--- config.mk ---
export PLATFORM = sky130hd
export DESIGN_NAME = motor_ramp
export DESIGN_NICKNAME = d
export VERILOG_FILES = /design/src/rtl/motor_ramp.sv
export SDC_FILE = /design/constraint.sdc
export NUM_CORES = 1
export LEC_CHECK = 0
export CAP_MARGIN = 20
export CORE_MARGIN = 5
export CORE_UTILIZATION = 59
export DETAILED_ROUTE_END_ITERATION = 6
export PLACE_DENSITY = 0.81
export SYNTH_ARGS = -nofsm -noshare
export SYNTH_HDL_FRONTEND = slang
export SYNTH_SLANG_ARGS = --single-unit
export TNS_END_PERCENT = 10
--- constraint.sdc ---
create_clock -name sysclk -period 6 [get_ports sysclk]
set_input_delay 1.2 -clock sysclk [delete_from_list [all_inputs] [get_ports sysclk]]
set_output_delay 1.2 -clock sysclk [all_outputs]
set_load 0.1 [all_outputs]
--- src/rtl/motor_ramp.sv ---
// -----------------------------------------------------------------------------
// motor_ramp
//
// Slew-rate limiter that sits between the SPI motor-command latch/watchdog and
// one Motor_Wrapper. It takes a raw commanded direction/speed/mode and produces
// a ramped speed/direction that never changes by more than STEP per ramp tick.
//
// A direction reversal is never taken at speed. The output first decelerates
// to zero, then dwells at zero for DWELL_TICKS ticks, and only then flips
// out_dir. The ramp in the new direction begins on the following tick.
//
// estop (a level, driven by the watchdog) forces the outputs to a stop
// immediately and clears the stored target.
//
// Command handshake: cmd_valid is a one-cycle strobe with no ready/back-pressure.
// The command is accepted unconditionally at the rising edge where cmd_valid=1,
// except that estop=1 in the same cycle discards it.
//
// Ports
//   sysclk          in   1  system clock, rising edge
//   rst             in   1  synchronous, active-high reset
//   cmd_valid       in   1  strobe: latch cmd_dir/cmd_speed/cmd_mode as target
//   cmd_dir         in   1  commanded direction
//   cmd_speed       in   9  commanded speed magnitude
//   cmd_mode        in   2  commanded drive mode (passed through, not ramped)
//   estop           in   1  level; force stop and clear the target while high
//   out_dir         out  1  ramped direction
//   out_speed       out  9  ramped speed
//   out_mode        out  2  drive mode
//   ramping         out  1  outputs differ from the target, or dwelling
//   reversal_count  out  8  saturating count of out_dir flips
//   dbg_state       out  1  FSM state (0 = TRACK, 1 = DWELL)
// -----------------------------------------------------------------------------
module motor_ramp #(
  parameter int STEP        = 4,
  parameter int TICK_DIV    = 2304,
  parameter int DWELL_TICKS = 8
) (
  input  logic       sysclk,
  input  logic       rst,
  input  logic       cmd_valid,
  input  logic       cmd_dir,
  input  logic [8:0] cmd_speed,
  input  logic [1:0] cmd_mode,
  input  logic       estop,
  output logic       out_dir,
  output logic [8:0] out_speed,
  output logic [1:0] out_mode,
  output logic       ramping,
  output logic [7:0] reversal_count,
  output logic       dbg_state
);

  typedef enum logic {
    TRACK = 1'b0,
    DWELL = 1'b1
  } state_t;

  localparam int PW = $clog2(TICK_DIV);
  localparam int DW = (DWELL_TICKS > 1) ? $clog2(DWELL_TICKS) : 1;

  localparam logic [PW-1:0] PRE_LAST   = PW'(TICK_DIV - 1);
  localparam logic [PW-1:0] PRE_ONE    = PW'(1);
  localparam logic [DW-1:0] DWELL_LAST = DW'(DWELL_TICKS - 1);
  localparam logic [DW-1:0] DWELL_ONE  = DW'(1);
  localparam logic [9:0]    STEP10     = 10'(STEP);

  // Registered state
  state_t          state_q;
  logic [PW-1:0]   prescaler_q;
  logic [DW-1:0]   dwell_cnt_q;
  logic            tgt_dir_q;
  logic [8:0]      tgt_speed_q;

  // Next-state values
  state_t          state_n;
  logic [DW-1:0]   dwell_cnt_n;
  logic            tgt_dir_n;
  logic [8:0]      tgt_speed_n;
  logic            out_dir_n;
  logic [8:0]      out_speed_n;
  logic [1:0]      out_mode_n;
  logic            ramping_n;
  logic [7:0]      reversal_count_n;

  logic            tick;

  // Ramp arithmetic is done in 10 bits so neither direction can wrap.
  logic [9:0]      cur10;
  logic [9:0]      tgt10;
  logic [9:0]      gap10;
  logic [9:0]      toward10;
  logic [9:0]      decel10;

  function automatic logic [8:0] clamp9(input logic [9:0] v);
    return v[9] ? 9'h1FF : v[8:0];
  endfunction

  assign tick      = (prescaler_q == PRE_LAST);
  assign dbg_state = state_q;

  // Free-running prescaler; only rst restarts it.
  always_ff @(posedge sysclk) begin
    if (rst) begin
      prescaler_q <= '0;
    end else if (tick) begin
      prescaler_q <= '0;
    end else begin
      prescaler_q <= prescaler_q + PRE_ONE;
    end
  end

  // Step toward the (current, pre-command) target by at most STEP, landing
  // exactly on it; and a floored decelerate-by-STEP for reversals.
  always_comb begin
    cur10    = {1'b0, out_speed};
    tgt10    = {1'b0, tgt_speed_q};
    gap10    = '0;
    toward10 = cur10;
    if (tgt10 > cur10) begin
      gap10    = tgt10 - cur10;
      toward10 = cur10 + ((gap10 < STEP10) ? gap10 : STEP10);
    end else begin
      gap10    = cur10 - tgt10;
      toward10 = cur10 - ((gap10 < STEP10) ? gap10 : STEP10);
    end
    decel10 = (cur10 > STEP10) ? (cur10 - STEP10) : 10'd0;
  end

  always_comb begin
    state_n          = state_q;
    dwell_cnt_n      = dwell_cnt_q;
    tgt_dir_n        = tgt_dir_q;
    tgt_speed_n      = tgt_speed_q;
    out_dir_n        = out_dir;
    out_speed_n      = out_speed;
    out_mode_n       = out_mode;
    reversal_count_n = reversal_count;

    if (estop) begin
      // out_dir is deliberately left alone: after release the zero target
      // brings the direction back through the normal DWELL path.
      out_speed_n = '0;
      out_mode_n  = '0;
      tgt_dir_n   = 1'b0;
      tgt_speed_n = '0;
      state_n     = TRACK;
      dwell_cnt_n = '0;
    end else begin
      if (cmd_valid) begin
        tgt_dir_n   = cmd_dir;
        tgt_speed_n = cmd_speed;
        out_mode_n  = cmd_mode;
      end

      // Ramp decisions use the registered target, so a command landing on a
      // tick cycle takes effect from the following tick.
      unique case (state_q)
        TRACK: begin
          if (tick) begin
            if (out_dir == tgt_dir_q) begin
              out_speed_n = clamp9(toward10);
            end else if (out_speed != 9'd0) begin
              out_speed_n = clamp9(decel10);
            end else begin
              state_n     = DWELL;
              dwell_cnt_n = '0;
            end
          end
        end
        DWELL: begin
          out_speed_n = '0;
          if (tgt_dir_q == out_dir) begin
            // Command reverted during the dwell: abandon the flip.
            state_n     = TRACK;
            dwell_cnt_n = '0;
          end else if (tick) begin
            if (dwell_cnt_q == DWELL_LAST) begin
              out_dir_n        = tgt_dir_q;
              state_n          = TRACK;
              dwell_cnt_n      = '0;
              reversal_count_n = (reversal_count == 8'hFF) ? 8'hFF
                                                           : reversal_count + 8'd1;
            end else begin
              dwell_cnt_n = dwell_cnt_q + DWELL_ONE;
            end
          end
        end
        default: begin
          state_n     = TRACK;
          dwell_cnt_n = '0;
        end
      endcase
    end

    // Computed from next values so ramping is coherent with the outputs.
    ramping_n = (state_n == DWELL) ||
                (out_speed_n != tgt_speed_n) ||
                (out_dir_n != tgt_dir_n);
  end

  always_ff @(posedge sysclk) begin
    if (rst) begin
      state_q        <= TRACK;
      dwell_cnt_q    <= '0;
      tgt_dir_q      <= 1'b0;
      tgt_speed_q    <= '0;
      out_dir        <= 1'b0;
      out_speed      <= '0;
      out_mode       <= '0;
      ramping        <= 1'b0;
      reversal_count <= '0;
    end else begin
      state_q        <= state_n;
      dwell_cnt_q    <= dwell_cnt_n;
      tgt_dir_q      <= tgt_dir_n;
      tgt_speed_q    <= tgt_speed_n;
      out_dir        <= out_dir_n;
      out_speed      <= out_speed_n;
      out_mode       <= out_mode_n;
      ramping        <= ramping_n;
      reversal_count <= reversal_count_n;
    end
  end

endmodule

==> insert_results.sql <==
INSERT INTO impl_metrics (metric_group, metric, value, unit) VALUES
('run_status', 'outcome', 'finished, final reports clean', ''),
('synthesis', 'ys_seq_elements', '47', ''),
('routing', 'routed-via-count', '4394', ''),
('timing', 'rsz_0062_raised_after_global_routing', 'false', ''),
('die', 'coreArea', '7140', 'um2'),
('die', 'start_util', '59.9', '%'),
('timing', 'worstMarginPinSlew', '1.02', 'ns'),
('routing', 'vias_per_cell', '6.36', ''),
('die', 'chip_height', '95.2', 'um'),
('routing', 'antenna_left', '0', ''),
('synthesis', 'synth_cell_types', '67', ''),
('worst_setup_path', 'cp-start-kind', 'register', ''),
('routing', 'detail_route.wl_per_cell', '18.2', 'um'),
('clock_network', 'tritoncts_num_sinks', '47', ''),
('worst_setup_path', 'timing.critical_path.required', '6.15', 'ns'),
('pwr', 'power_frac_clock', '25.7', '%'),
('routing', 'drc', '0', ''),
('synthesis', 'synth_edf_count', '0', ''),
('pwr', 'power_report.internal_total', '491', 'uW'),
('clock_network', 'worstSkewPairLatency', '0.31', 'ns'),
('clock_network', 'post_cts_hold_buffer_count', '0', ''),
('worst_hold_path', 'class_of_the_tightest_hold_or_removal_check', 'register to register', ''),
('timing', 'maxSlewHeadroom', '31.6', '%'),
('worst_setup_path', 'endpoint_kind', 'register', ''),
('global_route', 'initial_antenna_violation_count', '0', ''),
('timing', 'slew_viol_final', '0', ''),
('global_route', 'maximum_number_of_pins_on_one_net_before_global_route_repair', '25', ''),
('run', 'max_cap_viol_count', '0', ''),
('synthesis', 'ys_seq_area_share', '22.0', '%'),
('synthesis', 'yosysTopAreaCellShare', '22.0', '%'),
('synthesis', 'yosysWarnings', '0', ''),
('synthesis', 'ys.flop_type', 'sky130_fd_sc_hd__dfxtp_1', ''),
('routing', 'first_iter_violations', '493', ''),
('pwr', 'ir_drop', '0.156', 'mV'),
('clock_network', 'clkSlewWorstSetupHoldPaths', '0.10', 'ns'),
('synthesis', 'synth-async-reset-ratio', '0', '%'),
('synthesis', 'synth_cell_area', '4280', 'um2'),
('pwr', 'seq_power_share', '42.9', '%'),
('layout', 'final_nets', '645', ''),
('global_route', 'grt_pass1_wl', '20500', 'um'),
('pwr', 'power-per-cell-area', '156', 'nW/um2'),
('layout', 'insertedDiodeCount', '0', ''),
('timing', 'final.period_utilization', '95.0', '%'),
('clock_network', 'h-tree-depth', '2', ''),
('pwr', 'sw_frac_of_total', '34.7', '%'),
('timing', 'fin_skew', '0.0199', 'ns'),
('synthesis', 'synth_largest_area_cell', 'sky130_fd_sc_hd__dfxtp_1', ''),
('layout', 'area_growth', '12.8', '%'),
('pwr', 'cellLeakagePower', '1.89', 'nW'),
('die', 'ios', '38', ''),
('worst_setup_path', 'crit_path_class', 'register to register', ''),
('die', 'fp.dieArea', '9050', 'um2'),
('pwr', 'comb_power_share', '31.4', '%'),
('clock_network', 'ctsLongestPathBuffers', '2', ''),
('placement', 'number_of_port_buffers', '37', ''),
('routing', 'drt_wl_total', '12600', 'um'),
('worst_setup_path', 'endpoint_arrival_time_on_the_critical_path', '5.85', 'ns'),
('synthesis', 'syn_nets', '617', ''),
('timing', 'maxClockFrequency', '175', 'MHz'),
('pwr', 'power.total', '751', 'uW'),
('die', 'floorplan.die.width', '95.2', 'um'),
('clock_network', 'tritoncts', 'built', ''),
('routing', 'dr.pass1.iters', '5', ''),
('layout', 'share_of_layout_cells_above_drive_strength_1', '9.29', '%'),
('global_route', 'globalRoute.totalOverflow', '0', ''),
('synthesis', 'synthesis.instances', '563', ''),
('timing', 'setup_tns', '0', 'ns'),
('clock_network', 'cts-root-buf', 'sky130_fd_sc_hd__clkbuf_8', ''),
('clock_network', 'numCtsBuffers', '5', ''),
('placement', 'gpl.final_weighted_congestion', '1.03', ''),
('global_route', 'vias_in_the_first_global_route', '4222', ''),
('die', 'floorplan.rows', '31', ''),
('global_route', 'grt_use_total', '28.5', '%'),
('synthesis', 'synth.avg_cell_area', '7.60', 'um2'),
('worst_setup_path', 'critPathMaxFanout', '10', ''),
('synthesis', 'synthTopCellsByArea', 'sky130_fd_sc_hd__dfxtp_1 (22%), sky130_fd_sc_hd__ha_1 (10%), sky130_fd_sc_hd__a21oi_1 (5.6%)', ''),
('timing', 'setup_violations', '0', ''),
('placement', 'dp_hpwl', '9640', 'um'),
('timing', 'final.min_clock_period', '5.70', 'ns'),
('timing', 'hold_viol', '0', ''),
('pwr', 'switching_power', '261', 'uW');
[state kept, by name, summed over array words and instances (netlist names)]
name            cells
out_mode            2
out_speed           9
tgt_dir_q           1
dbg_state           1
reversal_count      8
prescaler_q        12
dwell_cnt_q         3
tgt_speed_q         9
out_dir             1
ramping             1
[cells in the mapped netlist (all sizes together), types with 3 or more instances]
library cell,instances
nor2,63
a2111oi,4
nor2b,3
o21ai,33
or4,4
nor3,14
o22ai,8
nand4,11
nor4,7
buf,9
inv,43
a31oi,9
mux2i,18
a22oi,7
nand2,31
mux2,3
ha,35
o211ai,6
xnor2,16
or3,4
nand3,22
nor3b,5
o41ai,3
or2,13
fa,3
nand2b,12
clkbuf,18
o31ai,3
a21oi,48
a211oi,7
and3,7
dfxtp,47
xor2,14
[logic make-up after synthesis]
logic type	count (synthesis)	synth area share, %
compound gates	151	23.8
xor+xnor	30	6.14
fa+ha+maj	38	11.6
buf+inv	70	6.93
flops	47	22.0
mux	21	5.09
simple gates	206	24.4
[routing by layer]
layer | global-route usage, % | vias to the layer above | part of all wire, %
met4 | 12.3 | 0 | 2.8
li1 | - | 2078 | -
met3 | 3.63 | 36 | 6.6
met2 | 49.2 | 205 | 48
met1 | 35.5 | 2075 | 43
met5 | 0 | - | 0
[timing repair]
item | in CTS | in global routing
gates resized for setup | 0 | 4
endpoints found under the setup margin | 0 | 1
setup buffers | 0 | 1
[layout by cell type (no fill, tap or decap), types with 3 or more instances in the layout]
cell type,instances
sky130_fd_sc_hd__clkbuf_8,5
sky130_fd_sc_hd__ha_1,35
sky130_fd_sc_hd__nand2b_1,12
sky130_fd_sc_hd__fa_1,3
sky130_fd_sc_hd__nor2b_1,3
sky130_fd_sc_hd__nor4_1,7
sky130_fd_sc_hd__or2_2,12
sky130_fd_sc_hd__buf_4,11
sky130_fd_sc_hd__o22ai_1,8
sky130_fd_sc_hd__nand4_1,11
sky130_fd_sc_hd__nor2_1,63
sky130_fd_sc_hd__o31ai_1,3
sky130_fd_sc_hd__a22oi_1,7
sky130_fd_sc_hd__or3_1,4
sky130_fd_sc_hd__dfxtp_1,40
sky130_fd_sc_hd__xor2_1,14
sky130_fd_sc_hd__nand3_1,21
sky130_fd_sc_hd__mux2i_1,18
sky130_fd_sc_hd__or4_1,3
sky130_fd_sc_hd__o21ai_0,33
sky130_fd_sc_hd__clkdlybuf4s50_1,37
sky130_fd_sc_hd__nor3b_1,5
sky130_fd_sc_hd__dfxtp_2,7
sky130_fd_sc_hd__o211ai_1,6
sky130_fd_sc_hd__nor3_1,14
sky130_fd_sc_hd__a21oi_1,47
sky130_fd_sc_hd__nand2_1,31
sky130_fd_sc_hd__and3_1,7
sky130_fd_sc_hd__xnor2_1,16
sky130_fd_sc_hd__a31oi_1,8
sky130_fd_sc_hd__inv_1,43
sky130_fd_sc_hd__a211oi_1,5
[final cells by class]
cell class | count | area [um2]
inverter | 43 | 161
tap | 99 | 124
sequential | 47 | 950
clock buffer | 6 | 72.6
fill | 637 | 2310
timing repair buffer | 48 | 453
clock inverter | 2 | 12.5
multi-input combinational | 446 | 3050
[path summary, 6_finish.rpt]
check,start,endpoint,slack (ns),cells past startpoint
min,dwell_cnt_q[2]$_SDFFE_PP0P_,dwell_cnt_q[2]$_SDFFE_PP0P_,0.47,2
max reg2reg,out_speed[3]$_SDFF_PP0_,ramping$_SDFF_PP0_,0.30,21
max,out_speed[3]$_SDFF_PP0_,ramping$_SDFF_PP0_,0.30,21
min reg2reg,dwell_cnt_q[2]$_SDFFE_PP0P_,dwell_cnt_q[2]$_SDFFE_PP0P_,0.47,2
[worst max-delay path, cell delays in order (launching register included)]
cell                        delay, ns
sky130_fd_sc_hd__dfxtp_2         0.47
sky130_fd_sc_hd__inv_1           0.17
sky130_fd_sc_hd__ha_1            0.34
sky130_fd_sc_hd__nor2_1          0.17
sky130_fd_sc_hd__a211oi_2        0.08
sky130_fd_sc_hd__or4_4           0.50
sky130_fd_sc_hd__a2111oi_4       0.53
sky130_fd_sc_hd__nand3_2         0.19
sky130_fd_sc_hd__or2_2           0.33
sky130_fd_sc_hd__ha_1            0.22
sky130_fd_sc_hd__xnor2_1         0.15
sky130_fd_sc_hd__o21ai_0         0.11
sky130_fd_sc_hd__ha_1            0.39
sky130_fd_sc_hd__o21ai_0         0.10
sky130_fd_sc_hd__a21oi_1         0.19
sky130_fd_sc_hd__o21ai_0         0.22
sky130_fd_sc_hd__o21ai_0         0.38
sky130_fd_sc_hd__nand3_1         0.11
sky130_fd_sc_hd__mux2_2          0.31
sky130_fd_sc_hd__and3b_1         0.17
sky130_fd_sc_hd__o41ai_2         0.30
sky130_fd_sc_hd__a41oi_1         0.14
[metrics by stage]
step	hold slack, ns	instance area (um2)	util, %	setup slack, ns	cells
after global routing	0.500	4830	67.6	0.00394	691
after CTS	0.469	4800	67.3	0.128	690
after global placement	0.443	4720	66.1	0.283	682
after detailed placement	0.457	4720	66.1	0.139	682
final	0.465	4830	67.6	0.301	691
after floorplan	0.426	4290	-	0.0780	563
[power by group through the flow]
stage          logic, mW  registers (mW)  clock network, mW
2_1_floorplan      0.166           0.336                  0
3_3_place_gp       0.223           0.329                  0
3_5_place_dp       0.226           0.329                  0
4_1_cts            0.227           0.322              0.197
5_1_grt            0.254           0.323              0.210
6_report           0.236           0.322              0.193
Power figures use the tool's default switching activity.
